`config.mk`:
```
export PLATFORM = sky130hd
export DESIGN_NAME = sigmoid_result_fifo
export DESIGN_NICKNAME = d
export VERILOG_FILES = /design/src/rtl/sigmoid_result_fifo.sv
export SDC_FILE = /design/constraint.sdc
export NUM_CORES = 1
export LEC_CHECK = 0
export ABC_AREA = 1
export CORE_MARGIN = 5
export CORE_UTILIZATION = 45
export CTS_BUF_LIST = sky130_fd_sc_hd__clkbuf_2 sky130_fd_sc_hd__clkbuf_4 sky130_fd_sc_hd__clkbuf_8
export CTS_CLUSTER_SIZE = 12
export DETAILED_ROUTE_END_ITERATION = 16
export PLACE_DENSITY_LB_ADDON = 0.08
export SLEW_MARGIN = 20
export SYNTH_ARGS = -nofsm -noshare
export SYNTH_HDL_FRONTEND = slang
export SYNTH_SLANG_ARGS = --single-unit
```
`constraint.sdc`:
```
create_clock -name clk -period 2.7 [get_ports clk]
set_input_delay 0.675 -clock clk [delete_from_list [all_inputs] [get_ports clk]]
set_output_delay 0.675 -clock clk [all_outputs]
set_load 0.02 [all_outputs]
```
`src/rtl/sigmoid_result_fifo.sv`:
```
// sigmoid_result_fifo: captures valid sigmoid results (bits 14:8 only) into a
// small FIFO built from library cells and re-presents them to a consumer.
// Handshake: the head entry is offered while o_valid=1; it is consumed at a
// rising edge where o_valid=1 and i_ready=1. o_valid/o_y hold while i_ready=0.
// Every cell reports its transistor count; number is the sum over all cells.

module inv (
   input  logic        a,
   output logic        z,
   output logic [50:0] number
);
   assign z      = ~a;
   assign number = 51'd2;
endmodule

module and2 (
   input  logic        a,
   input  logic        b,
   output logic        z,
   output logic [50:0] number
);
   assign z      = a & b;
   assign number = 51'd6;
endmodule

module or2 (
   input  logic        a,
   input  logic        b,
   output logic        z,
   output logic [50:0] number
);
   assign z      = a | b;
   assign number = 51'd6;
endmodule

module xor2 (
   input  logic        a,
   input  logic        b,
   output logic        z,
   output logic [50:0] number
);
   assign z      = a ^ b;
   assign number = 51'd12;
endmodule

module mux21h (
   input  logic        a0,
   input  logic        a1,
   input  logic        s,
   output logic        z,
   output logic [50:0] number
);
   assign z      = s ? a1 : a0;
   assign number = 51'd12;
endmodule

module fa1 (
   input  logic        a,
   input  logic        b,
   input  logic        ci,
   output logic        s,
   output logic        co,
   output logic [50:0] number
);
   assign s      = a ^ b ^ ci;
   assign co     = (a & b) | (ci & (a ^ b));
   assign number = 51'd28;
endmodule

module fd2 (
   input  logic        cp,
   input  logic        clr,
   input  logic        d,
   output logic        q,
   output logic [50:0] number
);
   // D flip-flop with asynchronous active-high clear
   always_ff @(posedge cp or posedge clr) begin
      if (clr) q <= 1'b0;
      else     q <= d;
   end
   assign number = 51'd26;
endmodule

// Pointer register that increments (mod 2^AW) when en=1, via a ripple half-adder chain
module ptr_reg #(
   parameter int AW = 2
) (
   input  logic          cp,
   input  logic          clr,
   input  logic          en,
   output logic [AW-1:0] q,
   output logic [50:0]   number
);
   logic [AW-1:0] d;
   logic          c [AW];
   logic [50:0]   tc_x [AW];
   logic [50:0]   tc_f [AW];
   logic [50:0]   tc_a [AW];

   assign c[0] = en;

   for (genvar i = 0; i < AW; i++) begin : g_bit
      xor2 u_x (.a(q[i]), .b(c[i]), .z(d[i]), .number(tc_x[i]));
      fd2  u_f (.cp(cp), .clr(clr), .d(d[i]), .q(q[i]), .number(tc_f[i]));
      if (i < AW - 1) begin : g_cy
         and2 u_a (.a(q[i]), .b(c[i]), .z(c[i+1]), .number(tc_a[i]));
      end else begin : g_nocy
         assign tc_a[i] = '0;
      end
   end

   // Transistor total of this pointer
   always_comb begin
      number = '0;
      for (int i = 0; i < AW; i++) number = number + tc_x[i] + tc_f[i] + tc_a[i];
   end
endmodule

module sigmoid_result_fifo #(
   parameter int DEPTH = 4,
   parameter int AW    = 2
) (
   input  logic        clk,
   input  logic        rst,
   input  logic        i_in_valid,
   input  logic [15:0] i_y,
   input  logic        i_ready,
   output logic        o_valid,
   output logic [15:0] o_y,
   output logic [AW:0] o_count,
   output logic        o_overflow,
   output logic [50:0] number
);
   localparam int W = 7;

   logic [W-1:0]  din;
   logic          unused_y_bits;
   logic          pop, nfull, room, push_ok, npop, npush, inc, dec, delta_lo, drop;
   logic          ovf_q, ovf_d, valid;
   logic [AW-1:0] wptr_q, wptr_n, rptr_q;
   logic [AW:0]   cnt_q, cnt_d, delta;
   logic          cy [AW+1];
   logic          msb_x;
   logic          vor [AW+1];
   logic [W-1:0]  mem_q [DEPTH];
   logic [W-1:0]  mem_d [DEPTH];
   logic          we_c [DEPTH][AW+1];
   logic [W-1:0]  tree [2*DEPTH-1];

   logic [50:0] tc_pop, tc_nfull, tc_room, tc_push, tc_npop, tc_npush;
   logic [50:0] tc_inc, tc_dec, tc_dlo, tc_drop, tc_ovfo, tc_ovff;
   logic [50:0] tc_wptr, tc_rptr, tc_mx0, tc_mx1;
   logic [50:0] tc_winv [AW];
   logic [50:0] tc_we   [DEPTH][AW];
   logic [50:0] tc_mff  [DEPTH][W];
   logic [50:0] tc_mmx  [DEPTH][W];
   logic [50:0] tc_tree [DEPTH-1][W];
   logic [50:0] tc_out  [W];
   logic [50:0] tc_vor  [AW];
   logic [50:0] tc_cff  [AW+1];
   logic [50:0] tc_fa   [AW];

   assign din           = i_y[14:8];
   assign unused_y_bits = &{1'b0, i_y[15], i_y[7:0]};

   // Handshake control: pop when head offered and taken; push when room or popping
   and2 u_pop   (.a(valid),      .b(i_ready),  .z(pop),      .number(tc_pop));
   inv  u_nfull (.a(cnt_q[AW]),                .z(nfull),    .number(tc_nfull));
   or2  u_room  (.a(nfull),      .b(pop),      .z(room),     .number(tc_room));
   and2 u_push  (.a(i_in_valid), .b(room),     .z(push_ok),  .number(tc_push));
   inv  u_npop  (.a(pop),                      .z(npop),     .number(tc_npop));
   inv  u_npush (.a(push_ok),                  .z(npush),    .number(tc_npush));
   and2 u_inc   (.a(push_ok),    .b(npop),     .z(inc),      .number(tc_inc));
   and2 u_dec   (.a(pop),        .b(npush),    .z(dec),      .number(tc_dec));
   or2  u_dlo   (.a(inc),        .b(dec),      .z(delta_lo), .number(tc_dlo));

   // Sticky overflow: a valid sample that could not be pushed
   and2 u_drop  (.a(i_in_valid), .b(npush),    .z(drop),     .number(tc_drop));
   or2  u_ovfo  (.a(ovf_q),      .b(drop),     .z(ovf_d),    .number(tc_ovfo));
   fd2  u_ovff  (.cp(clk), .clr(rst), .d(ovf_d), .q(ovf_q),   .number(tc_ovff));

   // Pointers
   ptr_reg #(.AW(AW)) u_wptr (.cp(clk), .clr(rst), .en(push_ok), .q(wptr_q), .number(tc_wptr));
   ptr_reg #(.AW(AW)) u_rptr (.cp(clk), .clr(rst), .en(pop),     .q(rptr_q), .number(tc_rptr));

   // Storage with per-entry write enable decoded from the write pointer
   for (genvar b = 0; b < AW; b++) begin : g_winv
      inv u_i (.a(wptr_q[b]), .z(wptr_n[b]), .number(tc_winv[b]));
   end

   for (genvar e = 0; e < DEPTH; e++) begin : g_ent
      assign we_c[e][0] = push_ok;
      for (genvar b = 0; b < AW; b++) begin : g_dec
         and2 u_a (.a(we_c[e][b]), .b((((e >> b) & 1) == 1) ? wptr_q[b] : wptr_n[b]),
                   .z(we_c[e][b+1]), .number(tc_we[e][b]));
      end
      for (genvar j = 0; j < W; j++) begin : g_bit
         mux21h u_m (.a0(mem_q[e][j]), .a1(din[j]), .s(we_c[e][AW]),
                     .z(mem_d[e][j]), .number(tc_mmx[e][j]));
         fd2    u_f (.cp(clk), .clr(rst), .d(mem_d[e][j]), .q(mem_q[e][j]),
                     .number(tc_mff[e][j]));
      end
      assign tree[DEPTH-1+e] = mem_q[e];
   end

   // Head read: binary mux tree, root selects on the pointer MSB
   for (genvar d = 0; d < AW; d++) begin : g_lvl
      for (genvar k = 0; k < (1 << d); k++) begin : g_node
         localparam int I = (1 << d) - 1 + k;
         for (genvar j = 0; j < W; j++) begin : g_bit
            mux21h u_m (.a0(tree[2*I+1][j]), .a1(tree[2*I+2][j]), .s(rptr_q[AW-1-d]),
                        .z(tree[I][j]), .number(tc_tree[I][j]));
         end
      end
   end

   // Output: head re-expanded, forced to zero while empty
   for (genvar j = 0; j < W; j++) begin : g_out
      and2 u_a (.a(tree[0][j]), .b(valid), .z(o_y[8+j]), .number(tc_out[j]));
   end
   assign o_y[15]  = 1'b0;
   assign o_y[7:0] = 8'h00;

   // Count: add +1, -1 (all ones) or 0
   assign delta = {{AW{dec}}, delta_lo};
   assign cy[0] = 1'b0;
   for (genvar i = 0; i < AW; i++) begin : g_cnt
      fa1 u_fa (.a(cnt_q[i]), .b(delta[i]), .ci(cy[i]), .s(cnt_d[i]), .co(cy[i+1]),
                .number(tc_fa[i]));
   end
   xor2 u_mx0 (.a(cnt_q[AW]), .b(delta[AW]), .z(msb_x),      .number(tc_mx0));
   xor2 u_mx1 (.a(msb_x),     .b(cy[AW]),    .z(cnt_d[AW]),  .number(tc_mx1));
   for (genvar i = 0; i <= AW; i++) begin : g_cff
      fd2 u_f (.cp(clk), .clr(rst), .d(cnt_d[i]), .q(cnt_q[i]), .number(tc_cff[i]));
   end

   // Valid: OR-reduce of the count
   assign vor[0] = cnt_q[0];
   for (genvar i = 0; i < AW; i++) begin : g_vor
      or2 u_o (.a(vor[i]), .b(cnt_q[i+1]), .z(vor[i+1]), .number(tc_vor[i]));
   end
   assign valid = vor[AW];

   assign o_valid    = valid;
   assign o_count    = cnt_q;
   assign o_overflow = ovf_q;

   // Transistor total over every instantiated cell
   always_comb begin
      number = tc_pop + tc_nfull + tc_room + tc_push + tc_npop + tc_npush + tc_inc
             + tc_dec + tc_dlo + tc_drop + tc_ovfo + tc_ovff + tc_wptr + tc_rptr
             + tc_mx0 + tc_mx1;
      for (int b = 0; b < AW; b++) number = number + tc_winv[b] + tc_vor[b] + tc_fa[b];
      for (int i = 0; i <= AW; i++) number = number + tc_cff[i];
      for (int j = 0; j < W; j++) number = number + tc_out[j];
      for (int e = 0; e < DEPTH; e++) begin
         for (int b = 0; b < AW; b++) number = number + tc_we[e][b];
         for (int j = 0; j < W; j++) number = number + tc_mff[e][j] + tc_mmx[e][j];
      end
      for (int n = 0; n < DEPTH - 1; n++)
         for (int j = 0; j < W; j++) number = number + tc_tree[n][j];
   end
endmodule

```
# Word-level counts from Yosys, hierarchy flattened
# Cells that the tools add are included.
# W data, S select, Z words.
# word_totals
register_bits	36
wordCells	99
output_inout_bits	72
in_bits	20
# classes
n_mux	21
bitwise_logic	42
# ops
operator	n
$and A1 B1 Y1	22
$mux W1	21
$xor A1 B1 Y1	9
$or A1 B1 Y1	6
$not A1 Y1	5

# Logic depth before layout (Yosys ltp)
# depth
depth_word	12
depth_mapped	10
depth_no_buf	10

# Modules after synthesis
# A second synthesis with hierarchy kept.
# hier_totals
cells_unflattened	24531
area_unflattened_um2	217954.0
# modules_own_cells
mod	seq_area_each_um2	area_per_inst_um2	cells_each	n_inst
sigmoid_result_fifo	0.0	148712.6	14519	1
mux21h	0.0	405.4	57	49
fd2	25.0	419.2	55	36
ptr_reg at u_rptr	0.0	9191.3	1519	1
ptr_reg at u_wptr	0.0	9088.7	1504	1
and2	0.0	397.9	55	22
xor2	0.0	409.1	58	6
or2	0.0	401.6	56	5
inv	0.0	394.1	54	5
fa1	0.0	410.4	54	2

# Worst setup path after synthesis
# Ideal clock, no wire load.
# synth_path
path_type	flip-flop to flip-flop
start	register g_cff[1].u_f.q
end	register g_cff[2].u_f.q
arrival_ns	1.909
path_stages_with_launch	9
required_time_ns	2.584
synth_period_minus_slack_ns	2.025
n_path_buf	0
setup_time_ns	0.116
slack_ns	0.675
path_cell_list	dfrtp_1 nor3_2 nor2_1 ha_1 inv_1 ha_1 fa_1 nand2_1 nand2_1
# synth_between
elab_chain_len	12
word_cells_on_any_way	17
classes_between	bitwise (17)
# synth_lines
element	line	text
from (decl)	74	output logic q,
from (signal assigned)	79	if (clr) q <= 1'b0;
from (signal assigned)	80	else q <= d;
$or A1 B1 Y1 (2 in a row)	32	assign z = a | b;
$and A1 B1 Y1	22	assign z = a & b;
$or A1 B1 Y1	32	
$and A1 B1 Y1	22	
$not A1 Y1	12	assign z = ~a;
$and A1 B1 Y1	22	
$or A1 B1 Y1	32	
$and A1 B1 Y1 (2 in a row)	66	assign co = (a & b) | (ci & (a ^ b));
$or A1 B1 Y1	66	
$xor A1 B1 Y1 *	42	assign z = a ^ b;
net g_cff[2].u_f.d	73	input logic d,
to (signal assigned)	79	
to (signal assigned)	80	
to (decl)	74	
# The timed path passes the listed nets; every way through them passes the cells marked *.
# A chain may end at the register's enable or synchronous reset.

# Worst setup path in the final report
# layout_path
start	register u_rptr.g_bit[1].u_f.q
end	output port o_y[9]
# layout_between
elab_chain_len	2
# layout_lines
element	line	text
from (decl)	74	
from (signal assigned)	79	
from (signal assigned)	80	
$mux W1	53	assign z = s ? a1 : a0;
$and A1 B1 Y1	22	
to (decl)	130	output logic [15:0] o_y,
# Every way passes these cells.

==> flow_metrics.env <==
export IMPL_first_global_vias=1369
export IMPL_use_met1_pct=18.48
export IMPL_grt_setup_unrepaired="no"
export IMPL_synth_top_family_by_area="buffers and inverters"
export IMPL_grt_start_max_net_pins=37
export IMPL_cts_tree="done"
export IMPL_clkLatencyLatePin_ns=0.29
export IMPL_path_cells="inv_2, nand3_1, a21oi_1, clkdlybuf4s50_1"
export IMPL_p_comb_share_pct=48.7
export IMPL_crit_buf_inv=2
export IMPL_worstSetupPathType="reg2out"
export IMPL_vias=1486
export IMPL_num_antenna_cells=0
export IMPL_r2r_end="g_cff[2].u_f.q$_DFF_PP0_"
export IMPL_clock_sinks=36
export IMPL_yosys_area_top_type="dfrtp_1"
export IMPL_yosysMostFrequentCell="buf_4"
export IMPL_postCtsSetupBuffers=0
export IMPL_power_share_clock_pct=17.2
export IMPL_final_setup_worst_slack_ns=0.1367
export IMPL_dpl_hpwl_mm=2.929
export IMPL_antenna_found_initial=0
export IMPL_ys_ff_latch=36
export IMPL_yosysWarningCount=0
export IMPL_vdd_drop_max_uv=650.5
export IMPL_cts_path_max_buffers=2
export IMPL_area_growth_pct=6.198
export IMPL_power_mw=2.819
export IMPL_cp_data_arrival_time_ns=1.89
export IMPL_hold_viol=0
export IMPL_hp_start="u_ovff.q$_DFF_PP0_"
export IMPL_stdcell_area_um2=2422
export IMPL_final_net_count=331
export IMPL_synthTopCellsByArea="dfrtp_1 39%, buf_4 23%, nand2_1 10%"
export IMPL_dp_slack_ns=0.2229
export IMPL_place_congestion=0.7178
export IMPL_drive_above_1_share_pct=6.579
export IMPL_synth_flop_cell="dfrtp_1"
export IMPL_finalSetupViolCount=0
export IMPL_grt_util_met3_pct=3.880
export IMPL_portBuffers=22
export IMPL_cts_clk_slew_worst_paths_ns=0.07
export IMPL_pwr_density_cell_nw_per_um2=1164
export IMPL_synth_mux_area_share_pct=0
export IMPL_drt_pass1_iter_count=4
export IMPL_finalClockSkew_ns=0.006642
export IMPL_synth_edf_count=0
export IMPL_yosys_area_share_simple_pct=14.04
export IMPL_critPathCaptureType="primary output"
export IMPL_io_pins=92
export IMPL_synth_xor_area_share_pct=0.7680
export IMPL_die_x_um=81.20
export IMPL_netlist_instances=288
export IMPL_final_antenna_net_count=0
export IMPL_cp_max_fo=9
export IMPL_avgSynthCellArea_um2=7.920
export IMPL_fin_crit_sh_pct=94.94
export IMPL_yosys_area_share_adder_pct=4.717
export IMPL_yosysTopAreaCellShare_pct=39.50
export IMPL_setup_tns_ns=0
export IMPL_synth_compound_area_share_pct=8.064
export IMPL_vias_per_cell=3.973
export IMPL_r2r_setup_slack_ns=0.66
export IMPL_cp_data_required_time_ns=2.03
export IMPL_h_tree_depth=2
export IMPL_period_minus_slack_ns=2.563
export IMPL_ys_seq_area_share_pct=39.50
export IMPL_grt_use_met2_pct=20.69
export IMPL_whs_endpoint="u_ovff.q$_DFF_PP0_"
export IMPL_max_stage_delay_ns=0.63
export IMPL_die_h_um=81.20
export IMPL_grt_overflow_total=0
export IMPL_die_area_um2=6593
export IMPL_avgRoutedWirePerCell_um=11.01
export IMPL_switching_share_pct=41.47
export IMPL_synth_area_um2=2281
export IMPL_cts_root_buf="clkbuf_8"
export IMPL_regToRegStartpoint="g_cff[1].u_f.q$_DFF_PP0_"
export IMPL_fmax_ghz=0.3901
export IMPL_routed_wl_mm=4.116
export IMPL_grt_total_usage_pct=13.43
export IMPL_grt_most_used_layer="met2"
export IMPL_ys_types=19
export IMPL_power_leakage_nw=1.316
export IMPL_synthTopCellsByCount="70 x buf_4, 63 x nand2_1, 45 x inv_1"
export IMPL_critPathSlowestCell="clkdlybuf4s50_1"
export IMPL_critPathTopFamily="buffers and inverters"
export IMPL_coreArea_um2=5010
export IMPL_async_reset_ff_share_pct=100.0
export IMPL_max_cap_violations=0
export IMPL_pwr_share_seq_pct=34.0
export IMPL_cts_buffers=5
export IMPL_placed_area_um2=2306
export IMPL_fp_row_count=26
export IMPL_start_util_pct=45.53
export IMPL_min_path_cells=1
export IMPL_fillers=510
export IMPL_drv_slew=0
export IMPL_reg2reg_depth=9
export IMPL_grt_pass1_wl_mm=6.693
export IMPL_switching_power_mw=1.169
export IMPL_intPower_mw=1.650
export IMPL_worst_setup_path_start_kind="flip-flop"
export IMPL_status="complete, no violations"
export IMPL_route_detailed_drc=0
export IMPL_first_iter_violations=65
export IMPL_holdCritPathClass="reg2reg"
==> worst reg2reg max path, stage by stage (launching register included) <==
cell     delay (ns)
dfrtp_1        0.42
nor3_2         0.18
buf_4          0.21
nor2_1         0.08
ha_1           0.28
inv_1          0.04
ha_1           0.20
fa_1           0.41
nand2_1        0.08
nand2_1        0.05
==> cell usage in the layout, fill, tap and decap left out <==
master           instances
a21oi_1                  7
a31o_2                   1
buf_12                   2
buf_4                    3
bufinv_16                1
clkbuf_4                 1
clkbuf_8                 5
clkdlybuf4s50_1         21
clkinv_2                 1
conb_1                  60
dfrtp_1                 34
dfrtp_2                  2
dlymetal6s2s_1           1
fa_1                     1
ha_1                     7
inv_1                   45
inv_2                    3
nand2_1                 63
nand3_1                 14
nor2_1                   1
nor3_2                   1
o21ai_0                 28
xnor2_1                  1
xor2_1                   1
==> power groups by stage <==
stage | registers, mW | logic (mW) | clock network (mW)
2_1_floorplan | 0.904 | 1.19 | 0
3_5_place_dp | 0.966 | 1.40 | 0
6_report | 0.959 | 1.37 | 0.485
3_3_place_gp | 0.958 | 1.39 | 0
5_1_grt | 0.999 | 1.59 | 0.517
4_1_cts | 0.958 | 1.41 | 0.498
==> how the worst max path moves through the flow <==
stage	startpoint	end	cells after the start
finish	u_rptr.g_bit[1].u_f.q$_DFF_PP0_	o_y[9]	4
CTS	u_rptr.g_bit[1].u_f.q$_DFF_PP0_	o_y[9]	4
global route	u_rptr.g_bit[1].u_f.q$_DFF_PP0_	o_y[10]	4
global placement	i_ready	g_cff[2].u_f.q$_DFF_PP0_	10
floorplan	g_cff[1].u_f.q$_DFF_PP0_	g_cff[2].u_f.q$_DFF_PP0_	8
detailed placement	i_ready	g_cff[2].u_f.q$_DFF_PP0_	10
==> flip-flops by register name, indices dropped and copies added (netlist names) <==
name,flops
g_cff.u_f.q,3
u_rptr.g_bit.u_f.q,2
u_wptr.g_bit.u_f.q,2
u_ovff.q,1
g_ent.g_bit.u_f.q,28
==> cells by family (layout without fill, tap and decap cells) <==
| logic type | count (synthesis) | in the layout |
|---|---|---|
| buffers and inverters | 125 | 83 |
| and+or+nand+nor | 79 | 79 |
| other | 2 | 60 |
| xor gates and xnor gates | 2 | 2 |
| AOI/OAI and AO/OA | 36 | 36 |
| adders and majority gates | 8 | 8 |
| DFF | 36 | 36 |
==> per-stage QoR <==
| step | util [%] | cells | hold WS, ns |
|---|---|---|---|
| final | 48.35 | 374 | 0.4868 |
| after global routing | 48.35 | 374 | 0.4934 |
| after CTS | 48.25 | 374 | 0.4866 |
| after global placement | 46.03 | 366 | 0.4658 |
| after detailed placement | 46.03 | 366 | 0.4614 |
| after floorplan | - | 346 | 0.4530 |
==> per-layer routing <==
| metal | vias to the layer above | routed length, um |
|---|---|---|
| met3 | 6 | 336 |
| met4 | 0 | 46 |
| li1 | 765 | - |
| met2 | 50 | 1862 |
| met1 | 665 | 1870 |
| met5 | - | 0 |
==> final cells by class <==
cell class / count / area [um2] / share of cell area (%)
Sequential cell: 36 / 903.4 / 37.29
Clock buffer: 6 / 76.32 / 3.151
Clock inverter: 2 / 35.03 / 1.446
Multi-Input combinational cell: 185 / 854.6 / 35.28
Inverter: 48 / 180.2 / 7.438
Tap cell: 70 / 87.58 / 3.616
Timing Repair Buffer: 27 / 285.3 / 11.78
==> what timing repair did <==
action / in CTS / in global routing
hold buffers: 0 / 0
setup endpoints to repair: 0 / 7
endpoints found under the hold margin: 0 / 0
gates resized for setup: 0 / 3
(Power assumes the default switching activity.)
